==> config.mk <==
export PLATFORM = sky130hd
export DESIGN_NAME = cookie_game_ctrl_flat
export DESIGN_NICKNAME = d
export VERILOG_FILES = /design/src/rtl/cookie_game_if.sv /design/src/rtl/cookie_game_ctrl.sv /design/src/flat_wrapper.sv
export SDC_FILE = /design/constraint.sdc
export NUM_CORES = 1
export LEC_CHECK = 0
export ABC_AREA = 1
export CORE_MARGIN = 5
export CORE_UTILIZATION = 49
export CTS_BUF_LIST = sky130_fd_sc_hd__clkbuf_16
export CTS_CLUSTER_SIZE = 8
export DETAILED_ROUTE_END_ITERATION = 7
export MAX_ROUTING_LAYER = met4
export PLACE_DENSITY = 0.86
export RECOVER_POWER = 50
export SYNTH_ARGS = -nofsm -noshare
export SYNTH_HDL_FRONTEND = slang
export SYNTH_SLANG_ARGS = --single-unit
==> constraint.sdc <==
create_clock -name clk -period 1.6 [get_ports clk]
set_input_delay 0.24 -clock clk [delete_from_list [all_inputs] [get_ports clk]]
set_output_delay 0.24 -clock clk [all_outputs]
set_load 0.02 [all_outputs]
==> src/rtl/cookie_game_if.sv <==
// cookie_game_if: game control bundle; master drives en/start/rnd_number/buttons, slave returns cookie/score/misses/game_over/pulses
interface cookie_game_if;
  logic en;
  logic start;
  logic [15:0] rnd_number;
  logic [7:0] buttons;
  logic [7:0] cookie;
  logic [7:0] score;
  logic [1:0] misses;
  logic game_over;
  logic hit_pulse;
  logic miss_pulse;
  modport master(output en, start, rnd_number, buttons, input cookie, score, misses, game_over, hit_pulse, miss_pulse);
  modport slave(input en, start, rnd_number, buttons, output cookie, score, misses, game_over, hit_pulse, miss_pulse);
endinterface

==> src/rtl/cookie_game_ctrl.sv <==
// cookie_game_ctrl: whack-a-cookie game FSM; ports clk, rst (sync, active-high) and cookie_game_if.slave bus (en, start, rnd_number, buttons in; cookie, score, misses, game_over, hit_pulse, miss_pulse out)
module cookie_game_ctrl #(
  parameter int GAP_CYCLES = 1000,
  parameter int SHOW_CYCLES = 50000,
  parameter int MAX_MISSES = 3
) (
  input logic clk,
  input logic rst,
  cookie_game_if.slave bus
);
  localparam int TW = $clog2((GAP_CYCLES > SHOW_CYCLES ? GAP_CYCLES : SHOW_CYCLES) + 1);
  typedef enum logic [1:0] {IDLE, GAP, SHOW, OVER} state_t;
  state_t state;
  logic [TW-1:0] timer;
  logic [7:0] buttons_q, press, cookie, score;
  logic [2:0] prev, pos;
  logic [1:0] misses, misses_n;
  logic game_over, hit_pulse, miss_pulse, hit, miss, last_miss;
  logic unused;
  assign unused = ^bus.rnd_number[15:3];
  assign press = bus.buttons & ~buttons_q;
  assign pos = bus.rnd_number[2:0] + 3'(bus.rnd_number[2:0] == prev);
  assign hit = press == cookie;
  assign miss = |press | (timer == '0);
  assign misses_n = misses + 2'd1;
  assign last_miss = misses_n == 2'(MAX_MISSES);
  assign bus.cookie = cookie;
  assign bus.score = score;
  assign bus.misses = misses;
  assign bus.game_over = game_over;
  assign bus.hit_pulse = hit_pulse;
  assign bus.miss_pulse = miss_pulse;
  always_ff @(posedge clk) begin
    buttons_q <= rst ? '0 : bus.buttons;
    if (rst) begin
      state <= IDLE;
      timer <= '0;
      cookie <= '0;
      score <= '0;
      misses <= '0;
      game_over <= 1'b0;
      hit_pulse <= 1'b0;
      miss_pulse <= 1'b0;
      prev <= '0;
    end else begin
      hit_pulse <= 1'b0;
      miss_pulse <= 1'b0;
      if (bus.en) begin
        case (state)
          IDLE, OVER: if (bus.start) begin
            state <= GAP;
            timer <= TW'(GAP_CYCLES - 1);
            score <= '0;
            misses <= '0;
            game_over <= 1'b0;
          end
          GAP: if (timer == '0) begin
            state <= SHOW;
            cookie <= 8'd1 << pos;
            prev <= pos;
            timer <= TW'(SHOW_CYCLES - 1);
          end else timer <= timer - 1'b1;
          SHOW: if (hit) begin
            score <= score + 8'(score != 8'hff);
            hit_pulse <= 1'b1;
            cookie <= '0;
            state <= GAP;
            timer <= TW'(GAP_CYCLES - 1);
          end else if (miss) begin
            misses <= misses_n;
            miss_pulse <= 1'b1;
            cookie <= '0;
            state <= last_miss ? OVER : GAP;
            game_over <= last_miss;
            timer <= TW'(GAP_CYCLES - 1);
          end else timer <= timer - 1'b1;
        endcase
      end
    end
  end
endmodule

==> src/flat_wrapper.sv <==
// flat-port wrapper written by rule: the top's interface ports become plain ports
module cookie_game_ctrl_flat 
#(
  parameter int GAP_CYCLES = 1000,
  parameter int SHOW_CYCLES = 50000,
  parameter int MAX_MISSES = 3
)
  (clk, rst, bus_en, bus_start, bus_rnd_number, bus_buttons, bus_cookie, bus_score, bus_misses, bus_game_over, bus_hit_pulse, bus_miss_pulse);
  cookie_game_if bus_i ();
  input logic clk;
  input logic rst;
  input wire logic [$bits(bus_i.en)-1:0] bus_en;
  input wire logic [$bits(bus_i.start)-1:0] bus_start;
  input wire logic [$bits(bus_i.rnd_number)-1:0] bus_rnd_number;
  input wire logic [$bits(bus_i.buttons)-1:0] bus_buttons;
  output wire logic [$bits(bus_i.cookie)-1:0] bus_cookie;
  output wire logic [$bits(bus_i.score)-1:0] bus_score;
  output wire logic [$bits(bus_i.misses)-1:0] bus_misses;
  output wire logic [$bits(bus_i.game_over)-1:0] bus_game_over;
  output wire logic [$bits(bus_i.hit_pulse)-1:0] bus_hit_pulse;
  output wire logic [$bits(bus_i.miss_pulse)-1:0] bus_miss_pulse;
  assign bus_i.en = bus_en;
  assign bus_i.start = bus_start;
  assign bus_i.rnd_number = bus_rnd_number;
  assign bus_i.buttons = bus_buttons;
  assign bus_cookie = bus_i.cookie;
  assign bus_score = bus_i.score;
  assign bus_misses = bus_i.misses;
  assign bus_game_over = bus_i.game_over;
  assign bus_hit_pulse = bus_i.hit_pulse;
  assign bus_miss_pulse = bus_i.miss_pulse;
  cookie_game_ctrl #(.GAP_CYCLES(GAP_CYCLES), .SHOW_CYCLES(SHOW_CYCLES), .MAX_MISSES(MAX_MISSES)) u_core (.clk(clk), .rst(rst), .bus(bus_i));
endmodule
# Word-level counts from Yosys, hierarchy flattened

Cells that the tools add are included.

Flip-flop bits (word level): 50
Latch bits: 0
Bits in writable memories: 0
Output and inout bits: 21
Bits in read-only memories: 0
Word-level logic and storage cells: 75
Input bits: 28
Memories: 0

Div/mod/pow operators: 0
$lt $le $gt $ge: 0
Shift-type cells: 1
Eq/ne operators: 13
$add $sub $neg: 4
Reductions and logical operators: 14
Bitwise logic cells: 5
Multipliers: 0
Mux-type cells: 28

Operators by type and width:

| kind                                                  | number |
|---|---|
| two-way mux 16 bit                                    | 4 |
| case mux 16 bit (3 select lines)                      | 1 |
| two-way mux 8 bit                                     | 5 |
| case mux 8 bit (2 select lines)                       | 2 |
| zero test 16 bit                                      | 1 |
| two-way mux 2 bit                                     | 8 |
| subtractor 16 x 1 -> 16 bit, second input constant    | 1 |
| AND reduction 4 bit                                   | 3 |
| adder 8 x 1 -> 8 bit                                  | 1 |
| bitwise AND 8 bit                                     | 1 |
| == test 8 bit                                         | 1 |
| inequality test 8 bit, second input constant          | 1 |
| NOT 8 bit                                             | 1 |
| OR reduction 8 bit                                    | 1 |
| left shift 1 x 3 -> 8 bit, first input constant       | 1 |
| == test 2 bit, second input constant                  | 3 |
| inequality test 2 x 1 -> 1 bit, second input constant | 3 |
| case mux 2 bit (3 select lines)                       | 1 |
| two-way mux 1 bit                                     | 5 |
| AND reduction 5 bit                                   | 1 |
| inequality test 2 bit, second input constant          | 2 |
| case mux 2 bit (2 select lines)                       | 1 |
| nonzero test 2 bit                                    | 2 |
| OR reduction 4 bit                                    | 1 |
| 13 further kinds                                      | 14 |

# Depth between registers and ports, before layout

Gate-level depths: netlist (run 1).

Depth in word-level cells: 7
Mapped depth: 13
Mapped depth without buffers: 13

# Worst setup path before layout (run 1)

Ideal clock, no wire load.

Kind: register to register
Start point: register u_core.score[3], in the netlist u_core.bus.score[3]
End point: register u_core.score[4], in the netlist u_core.bus.score[4]
Period minus slack after synthesis: 1.786 ns
Required time: 1.462 ns
Path buffers: 0
Arrival: 1.648 ns
Stages on the path, launching flop included: 11
Path slack: -0.186 ns
Path through: dfxtp_1 -> nand2_1 -> nor2_1 -> nand4_1 -> ha_1 -> ha_1 -> nand3_1 -> xor2_1 -> nor2_1 -> nand3_1 -> a21oi_1

Word-level cells in the longest chain between the ends: 4

Ends and longest elaborated chain:

| element                             | RTL line               | source |
|---|---|---|
| start: declaration                  | cookie_game_ctrl.sv:15 | `logic [7:0] buttons_q, press, cookie, score;` |
| start signal: assignment            | cookie_game_ctrl.sv:64 | `score <= score + 8'(score != 8'hff);` |
| inequality test 8 bit               | cookie_game_ctrl.sv:64 |  |
| adder 8 x 1 -> 8 bit (*)            | cookie_game_ctrl.sv:64 |  |
| two-way mux 8 bit (*)               | cookie_game_ctrl.sv:63 | `SHOW: if (hit) begin` |
| case mux 8 bit (2 select lines) (*) | cookie_game_ctrl.sv:49 | `case (state)` |

Every way passes the cells marked *; elsewhere a longest branch is shown, timed or not. The select of a mux whose other input is x is not followed.
A chain may end at the register's enable or synchronous reset.

# Final worst setup path (run 1)

Start point: register u_core.score[2], in the netlist u_core.bus.score[2]
End point: register u_core.score[4], in the netlist u_core.bus.score[4]

Same word-level chain as after synthesis.

==> summary.md, run 1 <==
| Metric | Value |
|---|---|
| Antenna Cells | 0 |
| Hold_sp | bus_buttons[3] |
| Synth Instances | 466 |
| Final worst path period share | 110% |
| Die area | 8150 um^2 |
| Vias per cell | slightly below 6 |
| Router iterations before antenna repair | 7 |
| Post-Synth Adder-Cell Area | 3.57% |
| Share of cells above drive strength 1 | 38.5% |
| Post-DP HPWL | 6260 um |
| Worst-path maximum fanout | 3 |
| Largest net degree at the start of global routing | 27 |
| Final Hold Slack | 215 ps |
| WL/cell | 19.4 um |
| Post-synthesis compound-gate area fraction | approximately 9% |
| GRT Total Usage | between 20% and 30% |
| Root Driver | clkbuf_16 |
| Gpl congestion | between 0.9 and 1 |
| Post-Syn Nets | 503 |
| Combinational share of power | 54.5% |
| Flop2flop setup slack | -160 ps |
| Critical path class | reg2reg |
| PnR worst setup slack | -162 ps |
| Final WL | 12,800 um |
| Worst-Margin Slew | 366 ps |
| Status | finished, violations left |
| Ys Warns | 0 |
| Pwr Total | 6.08 mW |
| GRT overflow | 0 |
| CTS tree | built |
| Final setup violation count | 33 |
| Initial antenna violation count | 0 |
| Clock Pin Slew Worst Setup and Hold Paths | about 70 ps |
| Final hold violations | 0 |
| Worst R2R Start | u_core.bus.score[2] |
| Area share of the largest cell type after synthesis | 31.7% |
| Nets | 618 |
| Core ar. | 6310 um^2 |
| Worst vdd ir | 996 uV |
| Fillers | 371 |
| Xor/xnor cell area share of the yosys netlist | under 10% |
| Setup crit end kind | flop |
| Slew headroom | 75.6% |
| Register area share after synthesis | 31.7% |
| 1st-iter DRT viols | 358 |
| Switching part of the total | a little over two fifths |
| Max-slew violation count | 0 |
| Reg power frac | 25.9% |
| Clock sink count | 50 |
| Die X | 90.3 um |
| Skew-Pair Late Insertion Delay | ~300 ps |
| CTS max path bufs | 2 |
| Min cycle time layout | 1760 ps |
| Post-route ant nets | 0 |
| Startpoint Class | flop |
| Port bufs | 35 |
| Area delta synth->final | 54.6% |
| Ports | between 40 and 50 |
| Part of the power in the clock network | 19.6% |
| PD cells | between 1000 and 1500 nW/um^2 |
| Worst hold stages | 3 |
| Worst Hold End | u_core.buttons_q[3] |
| Worst path slowest cell | dfxtp_4 |
| CTS Buf Count | 5 |
| Synth Cell Area | 3160 um^2 |
| WP data arrival | approximately 2000 ps |
| Failing checks | setup timing |
| Synth area leader | dfxtp_1 |
| Worst Reg-to-Reg Cells | 10 |
| Clock skew | ~9.9 ps |
| DRC Markers | 0 |
| Static Leak | approximately 2.3 nW |
| CP Cell Sequence | nand2_4, nor2_4, nand4_1, ha_4, ha_4, nand3_2, xor2_1, nor2_1, nand3_1, a21oi_1 |
| Crit path top cell by count | ha_4 |
| Post-synth cell types | 33 |
| Die H | 90.3 um |
| Initial core utilization | around half |
| Htree depth | 2 |
| Portion of netlist area occupied by mux cells | 0% |
| Worst r2r dst | u_core.bus.score[4] |
| Synth Area in Simple Gates | 39.5% |
| Largest family of logic cells by synthesized area | simple AND/OR/NAND/NOR gates |
| FMAX | 0.567 GHz |
| Vias in the first global route | 3,503 |
| Worst path top cell family by delay | simple AND/OR/NAND/NOR gates |
| Most frequent cells in the layout | nand2_1, buf_4, inv_1 |
| Commonest non-fill, non-tap cell in the layout | nand2_1 |
| Row cnt | 29 |
| Crit path required time | 1820 ps |
| Min-delay worst type | in2reg |
| Main area contributors after synthesis | dfxtp_1, nand2_1, inv_1 |
| Net Sw Power | between 2 and 3 mW |
| First-pass GRT wire length | 16,100 um |
| DR vias | between 3,000 and 4,000 |
| Peak per-stage delay on the critical path | 370 ps |
| P_int | 3.43 mW |
| Max Cap Viol | 0 |
| FF+latch count, synth | 50 |
| RSZ-0062 raised after global routing | true |
| Worst Path Buf+Inv | 0 |
| Syn_area_per_cell | 6.78 um^2 |
[worst register-to-register path, cell delays in order (launching register included)]
cell and delay [ps]:
dfxtp_4 370, nand2_4 50, nor2_4 120, nand4_1 140, ha_4 220, ha_4 170
nand3_2 60, xor2_1 70, nor2_1 150, nand3_1 140, a21oi_1 180
[synth_stat cells (all sizes together)]
library cell and instances:
o22ai 1, clkinv 1, o221ai 1, nand2 129
nor2 71, inv 66, nor3 7, xnor2 6
a211oi 1, nand3b 1, clkbuf 5, a21o 1
xor2 16, o21ai 15, a21oi 30, nand4 16
or2 1, ha 9, dfxtp 50, nand3 32
buf 7
[through the flow]
| stage | TNS [ps] | worst slack, ps | instance area (um^2) | cells | utilization (%) |
|---|---|---|---|---|---|
| final | -2550 | -162 | 4880 | 659 | 77.3 |
| after global routing | -5490 | -253 | 4880 | 659 | 77.3 |
| after CTS | -427 | -78.6 | 4420 | 643 | 70.0 |
| after detailed placement | -15140 | -541 | 4050 | 628 | 64.2 |
| after global placement | -13090 | -449 | 4050 | 628 | 64.2 |
| after floorplan | -13.0 | -13.0 | 3190 | 466 | - |
[worst max-delay path by stage]
stage / start / endpoint / slack [ps] / cells after the start
2_1_floorplan: u_core.bus.score[3] / u_core.bus.score[4] / -10 / 10
3_3_place_gp: bus_rnd_number[1] / u_core.bus.cookie[7] / -450 / 11
3_5_place_dp: bus_rnd_number[0] / u_core.bus.cookie[6] / -540 / 11
4_1_cts: u_core.prev[0] / u_core.bus.cookie[6] / -80 / 10
5_1_grt: u_core.bus.score[6] / u_core.bus.score[4] / -250 / 10
6_report: u_core.bus.score[2] / u_core.bus.score[4] / -160 / 10
[power groups by stage]
stage	Clock (mW)	Combinational (mW)	Sequential, mW
final	1.19	3.31	1.58
after global routing	1.26	3.50	1.58
after CTS	1.18	2.65	1.52
after detailed placement	0	2.42	1.55
after global placement	0	2.34	1.54
after floorplan	0	1.43	1.65
[routing by layer]
| metal | GRT usage, % | vias to the layer above | part of all wire (%) |
|---|---|---|---|
| met4 | 11.9 | 0 | 8.5 |
| met2 | 43.5 | 295 | 50 |
| met3 | 5.92 | 116 | 8.9 |
| met5 | - | - | 0 |
| li1 | - | 1695 | - |
| met1 | 25.9 | 1770 | 33 |
[layout make-up]
class	count	area (um^2)	share of cell area (%)
clock buffer	6	150	3.08
clock inverter	2	12.5	0.256
inverter	67	258	5.28
multi-input combinational	339	2340	47.9
sequential	50	1030	21.1
tap	77	96.3	1.97
timing repair buffer	118	1000	20.5
[cell families after synthesis]
family | Yosys count
adder cells (fa/ha/maj) | 9
XOR/XNOR | 22
buffers and inverters | 79
AO/OA/AOI/OAI | 49
flip-flops | 50
AND/OR/NAND/NOR | 257
[state kept, by name, summed over array words and instances (netlist names)]
signal                 cells
u_core.state               2
u_core.prev                3
u_core.buttons_q           8
u_core.bus.misses          2
u_core.bus.cookie          8
u_core.bus.hit_pulse       1
u_core.timer              16
u_core.bus.score           8
u_core.bus.game_over       1
u_core.bus.miss_pulse      1
[timing repair]
| action | 4_1_cts | 5_1_grt |
|---|---|---|
| gates cloned | 1 | 1 |
| setup endpoints to repair | 46 | 42 |
| gates resized for setup | 51 | 104 |
| pin swaps | 19 | 77 |
| setup buffers | 6 | 16 |
| hold buffers | 0 | 0 |
(Power assumes the default switching activity.)
==> run 2, diff against run 1 <==
- ABC_AREA: 1 -> unset
- CORE_UTILIZATION: 49 -> 47
- PLACE_DENSITY: 0.86 -> 0.85
==> summary.md, run 2 <==
| Metric | Value |
|---|---|
| Setup crit end kind | flop (unchanged) |
| Initial core utilization | 48.7% (was 50.0%) |
| Largest net degree at the start of global routing | 17 (was 27) |
| CTS Buf Count | 5 (unchanged) |
| Post-DP Area | 3830 um^2 (was 4050 um^2) |
| Die area | 7360 um^2 (was 8150 um^2) |
| Worst-path maximum fanout | 8 (was 3) |
| Gpl congestion | 0.838 (was 0.937) |
| Worst-Margin Slew | 716 ps (was 366 ps) |
| Synth Instances | 322 (was 466) |
| Final worst path period share | 149% (was 110%) |
| Main area contributors after synthesis | dfxtp_1, nor2_1, mux2i_1 (was dfxtp_1, nand2_1, inv_1) |
| FF+latch count, synth | 50 (unchanged) |
| Worst R2R Start | u_core.timer[10] (was u_core.bus.score[2]) |
| Most common flop cell mapped by yosys | dfxtp_1 (unchanged) |
| Clock Pin Slew Worst Setup and Hold Paths | 70 ps (about the same) |
| Area delta synth->final | 58.7% (was 54.6%) |
| Placed cells | 497 (was 628) |
| Commonest non-fill, non-tap cell in the layout | buf_4 (was nand2_1) |
| Final setup violation count | 41 (was 33) |
| Most frequent cells in the layout | buf_4, nor2_1, dfxtp_1 (was nand2_1, buf_4, inv_1) |
| End of the critical path | u_core.timer[2] (was u_core.bus.score[4]) |
| Port bufs | 35 (unchanged) |
| First-pass GRT wire length | 14,600 um (was 16,100 um) |
| Post-synth EDFFs | 0 (unchanged) |
| WP data arrival | 2580 ps (was 1980 ps) |
| Max Cap Viol | 0 (unchanged) |
| Final hold violations | 0 (unchanged) |
| 1st-iter DRT viols | 232 (was 358) |
| Min-delay worst type | in2reg (unchanged) |
| PD cells | 814 nW/um^2 (was 1240 nW/um^2) |
| FMAX | 0.420 GHz (was 0.567 GHz) |
| Row cnt | 27 (was 29) |
| Root Driver | clkbuf_16 (unchanged) |
| Worst Reg-to-Reg Cells | 8 (was 10) |
| Synth Cell Area | 2700 um^2 (was 3160 um^2) |
| Clock skew | 5.96 ps (was 9.88 ps) |
| Nets | 479 (was 618) |
| Final instance area | 4280 um^2 (was 4880 um^2) |
| Critical path class | reg2reg (unchanged) |
| Antenna Cells | 0 (unchanged) |
| Htree depth | 2 (unchanged) |
| Post-DP HPWL | 5670 um (was 6260 um) |
| Worst Setup SP | u_core.timer[10] (was u_core.bus.score[2]) |
| PnR worst setup slack | -782 ps (was -162 ps) |
| Max reg flops | 16 (unchanged) |
| Startpoint Class | flop (unchanged) |
| RSZ-0062 raised after global routing | true (unchanged) |
| FFs w/ async S/R, synth | 0% (unchanged) |
| DRC Markers | 0 (unchanged) |
| GRT overflow | 0 (unchanged) |
| Share of cells above drive strength 1 | 39.7% (was 38.5%) |
| Router iterations before antenna repair | 5 (was 7) |
| Ys Warns | 0 (unchanged) |
| Register area share after synthesis | 37.1% (was 31.7%) |
| Ports | 49 (unchanged) |
| Syn_area_per_cell | 8.38 um^2 (was 6.78 um^2) |
| Worst r2r dst | u_core.timer[2] (was u_core.bus.score[4]) |
| Post-route ant nets | 0 (unchanged) |
| Post-Syn Nets | 359 (was 503) |
| Synth top cells by count | dfxtp_1, nor2_1, nand2_1 (was nand2_1, inv_1, nor2_1) |
| Biggest register | u_core.timer (unchanged) |
| Clock sink count | 50 (unchanged) |
| Synth area leader | dfxtp_1 (unchanged) |
| Area share of the largest cell type after synthesis | 37.1% (was 31.7%) |
| WL/cell | 18.1 um (was 19.4 um) |
| Most numerous cell in the Yosys netlist | dfxtp_1 (was nand2_1) |
| Slew headroom | 52.3% (was 75.6%) |
| Flop2flop setup slack | -780 ps (was -160 ps) |
| Finished Layout Cells | 515 (was 659) |
| Initial antenna violation count | 0 (unchanged) |
| Skew-Pair Late Insertion Delay | 290 ps (was 300 ps) |
| GRT Total Usage | 25.5% (was 24.8%) |
| Die H | 85.8 um (was 90.3 um) |
| Core ar. | 5540 um^2 (was 6310 um^2) |
| Post-synth cell types | 50 (was 33) |
| Final WL | 9330 um (was 12,800 um) |
| Crit path required time | 1790 ps (was 1820 ps) |
| Vias in the first global route | 3,155 (was 3,503) |
| CTS tree | built (unchanged) |
| CTS max path bufs | 2 (unchanged) |
| Static Leak | 1.81 nW (was 2.27 nW) |
| Failing checks | setup timing (unchanged) |
| Worst vdd ir | 452 uV (was 996 uV) |
| Vias per cell | 5.89 (was 5.88) |
| Die X | 85.8 um (was 90.3 um) |
| Max-slew violation count | 0 (unchanged) |
| Min cycle time layout | 2380 ps (was 1760 ps) |
| DR vias | 3,034 (was 3,876) |
| Status | finished, violations left (unchanged) |
[run 2: changes by cell type after synthesis, moves of 11 or more]
cell / before / now
nor2_1: 63 / 42
inv_1: 64 / 10
nor4_1: 0 / 11
nand4_1: 16 / 5
mux2i_1: 0 / 12
nor2b_1: 0 / 17
nand2_1: 117 / 23
nand3_1: 23 / 11
[run 2: metrics by stage]
stage | hold slack [ps] | setup TNS [ps] | power (mW) | setup WS [ps] | util (%)
after floorplan | 368 | -15560 | 1.82 | -579 | -
after global placement | 463 | -27850 | 2.12 | -829 | 69.2
after detailed placement | 464 | -30920 | 2.15 | -935 | 69.2
after CTS | 308 | -21500 | 3.39 | -735 | 76.4
after global routing | 322 | -25050 | 3.62 | -826 | 77.3
final | 303 | -22880 | 3.49 | -782 | 77.3
[run 2: worst max-delay path: stages (launching register included)]
cell and delay (ps):
dfxtp_2 320, or3_4 390, or4_4 470, or2_1 250
buf_6 150, nand3_4 90, a2bb2oi_4 270, nor2_1 90
nor4_1 260
[run 2: logic make-up after synthesis]
kind of cell	share of synthesized area (%)
AO/OA/AOI/OAI	15.0
XOR/XNOR	5.84
adder cells (fa/ha/maj)	4.17
buffers and inverters	3.20
flip-flops	37.1
multiplexers	4.45
AND/OR/NAND/NOR	30.2
[run 2: area by class of cell]
class / instances / area, um^2
clock buffer: 6 / 150
inverter: 10 / 37.5
fill: 371 / 1260
clock inverter: 2 / 15.0
timing repair buffer: 124 / 1000
multi-input combinational: 251 / 1960
sequential: 50 / 1030
tap: 72 / 90.1
[run 2: repair_timing]
action,in CTS,in global routing
pin swaps,32,19
hold buffers,0,0
hold endpoints to repair,0,0
setup buffers,11,1
resized for setup,63,26
setup endpoints to repair,49,48
[run 2: worst min path at each step]
stage,from,cells after the start,slack [ps],end
detailed placement,u_core.bus.game_over,2,460,u_core.bus.game_over
finish,bus_buttons[7],2,300,u_core.buttons_q[7]
global route,bus_buttons[7],2,320,u_core.buttons_q[7]
global placement,u_core.bus.game_over,2,460,u_core.bus.game_over
CTS,bus_buttons[7],2,310,u_core.buttons_q[7]
floorplan,bus_buttons[2],1,370,u_core.buttons_q[2]
[run 2: report_power, final]
part	switching [mW]	internal (mW)
registers	0.0310	1.29
clock network	0.495	0.675
logic	0.529	0.465
total	1.06	2.43
[run 2: metal layers]
metal | up-vias | GRT usage [%] | share of wire [%]
li1 | 1392 | - | -
met1 | 1459 | 26.5 | 39
met2 | 138 | 45.6 | 52
met3 | 45 | 4.32 | 4.6
met4 | 0 | 14.1 | 4.1
met5 | - | - | 0
==> run 3, diff against run 2 <==
- CORE_MARGIN: 5 -> 2
==> summary.md, run 3 (synthesis gave the netlist of run 2 again) <==
| Metric | Value |
|---|---|
| Share of cells above drive strength 1 | 43.0% (was 39.7%) |
| Gpl congestion | 0.913 (was 0.838) |
| Failing checks | setup timing (unchanged) |
| Clock Pin Slew Worst Setup and Hold Paths | 70 ps (about the same) |
| Vias per cell | 6.08 (was 5.89) |
| 1st-iter DRT viols | 297 (was 232) |
| CP Cell Sequence | or3_4, or4_4, or2_1, buf_6, nand3_4, a2bb2oi_4, nor2_1, nor4_1 (unchanged) |
| Final hold violations | 0 (unchanged) |
| Final worst path period share | 151% (was 149%) |
| CTS max path bufs | 2 (unchanged) |
| FMAX | 0.414 GHz (was 0.420 GHz) |
| M2 GR Usage | 54.4% (was 45.6%) |
| First-pass GRT wire length | 14,200 um (was 14,600 um) |
| Worst-path maximum fanout | 8 (unchanged) |
| Area delta synth->final | 64.2% (was 58.7%) |
| RSZ-0062 raised after global routing | true (unchanged) |
| Startpoint Class | flop (unchanged) |
| Min-delay worst type | in2reg (unchanged) |
| Post-route ant nets | 0 (unchanged) |
| Layout Utilization | 80.0% (was 77.3%) |
| Top Usage Layer GRT | met2 (unchanged) |
| Port bufs | 35 (unchanged) |
| Commonest non-fill, non-tap cell in the layout | buf_4 (unchanged) |
| Fillers | 323 (was 371) |
| Clock skew | 5.82 ps (was 5.96 ps) |
| Worst vdd ir | 828 uV (was 452 uV) |
| Skew-Pair Late Insertion Delay | 290 ps (about the same) |
| DRC Markers | 0 (unchanged) |
| Max reg flops | 16 (unchanged) |
| Initial antenna violation count | 0 (unchanged) |
| Root Driver | clkbuf_16 (unchanged) |
| Htree depth | 2 (unchanged) |
| Status | finished, violations left (unchanged) |
| WL/cell | 19.6 um (was 18.1 um) |
| Min cycle time layout | 2410 ps (was 2380 ps) |
| Most frequent cells in the layout | buf_4, nor2_1, dfxtp_1 (unchanged) |
| Worst path slowest cell | or4_4 (unchanged) |
| Setup crit end kind | flop (unchanged) |
| Biggest register | u_core.timer (unchanged) |
| Max-slew violation count | 0 (unchanged) |
| Vias in the first global route | 3,101 (was 3,155) |
| Met1 usage | 29.9% (was 26.5%) |
| PnR worst setup slack | -815 ps (was -782 ps) |
| Row cnt | 27 (unchanged) |
| Cts hold-fix bufs | 0 (unchanged) |
| Final TNS setup | -23,280 ps (was -22,880 ps) |
| Initial core utilization | 48.7% (unchanged) |
| Slew headroom | 62.1% (was 52.3%) |
| Peak per-stage delay on the critical path | 460 ps (was 470 ps) |
| CTS Buf Count | 5 (unchanged) |
| Largest net degree at the start of global routing | 19 (was 17) |
| Antenna Cells | 0 (unchanged) |
| Crit path required time | 1780 ps (was 1790 ps) |
| Worst Path Buf+Inv | 1 (unchanged) |
| DR vias | 3,166 (was 3,034) |
| Worst-Margin Slew | 563 ps (was 716 ps) |
| Die area | 6360 um^2 (was 7360 um^2) |
| WP data arrival | 2600 ps (was 2580 ps) |
| GRT Total Usage | 29.4% (was 25.5%) |
| Post-DP HPWL | 5620 um (was 5670 um) |
| Nets | 485 (was 479) |
| Die H | 79.8 um (was 85.8 um) |
| Max Cap Viol | 0 (unchanged) |
| Critical path class | reg2reg (unchanged) |
| Met3 Use GR | 4.64% (was 4.32%) |
| Final setup violation count | 41 (unchanged) |
| PD cells | 781 nW/um^2 (was 814 nW/um^2) |
| Die X | 79.8 um (was 85.8 um) |
| Ports | 49 (unchanged) |
| Static Leak | 1.89 nW (was 1.81 nW) |
| Router iterations before antenna repair | 5 (unchanged) |
| Worst path top cell family by delay | simple AND/OR/NAND/NOR gates (unchanged) |
| Clock sink count | 50 (unchanged) |
| GRT overflow | 0 (unchanged) |
| CTS tree | built (unchanged) |
| Core ar. | 5540 um^2 (unchanged) |
| Final WL | 10,200 um (was 9330 um) |
[run 3: cell count changes in the layout (fill, tap and decap cells not counted), moves of 3 or more]
cell,change
o21ai_1,+3
nor2_2,+3
buf_4,+4
nor2_1,-3
xnor2_1,-3
a21oi_1,-3
[run 3: power breakdown]
part | switching [mW] | total, mW | internal, mW | leakage, nW
sequential | 0.0353 | 1.33 | 1.29 | 0.415
combinational | 0.584 | 1.11 | 0.523 | 1.40
clock | 0.456 | 1.03 | 0.573 | 0.0716
[run 3: timing repair]
item                       CTS  global route
pin swaps                   33            28
buffers inserted            12            10
hold endpoints to repair     0             0
resized for setup           67            48
setup endpoints to repair   50            47
[run 3: final timing paths]
kind / slack [ps] / cells past startpoint / from / end
setup reg to reg: -810 / 8 / u_core.timer[10] / u_core.timer[8]
setup / recovery: -810 / 8 / u_core.timer[10] / u_core.timer[8]
hold / removal: 330 / 2 / bus_buttons[6] / u_core.buttons_q[6]
hold reg to reg: 520 / 2 / u_core.bus.game_over / u_core.bus.game_over
[run 3: routing by layer]
layer	share of wire, %	routed length (um)
met5	0	0
met2	52	5290
met3	6.6	671
met4	6.4	655
met1	35	3600
[run 3: area by class of cell]
class / instances / area, um^2 / share of cell area (%)
multi-input cells: 251 / 2070 / 46.7
repair buffers: 130 / 1070 / 24.1
flip-flops and latches: 50 / 1030 / 23.2
clock buffers: 5 / 125 / 2.82
well taps: 72 / 90.1 / 2.03
inverters: 10 / 37.5 / 0.847
clock inverters: 3 / 15.0 / 0.339
[run 3: through the flow]
step	hold slack, ps	area (um^2)	worst slack, ps	total power, mW	instances
floorplan	368	2840	-579	1.82	322
global placement	463	3820	-861	2.12	497
detailed placement	484	3820	-943	2.16	497
CTS	319	4230	-748	3.30	514
global route	355	4430	-855	3.58	521
finish	326	4430	-815	3.46	521
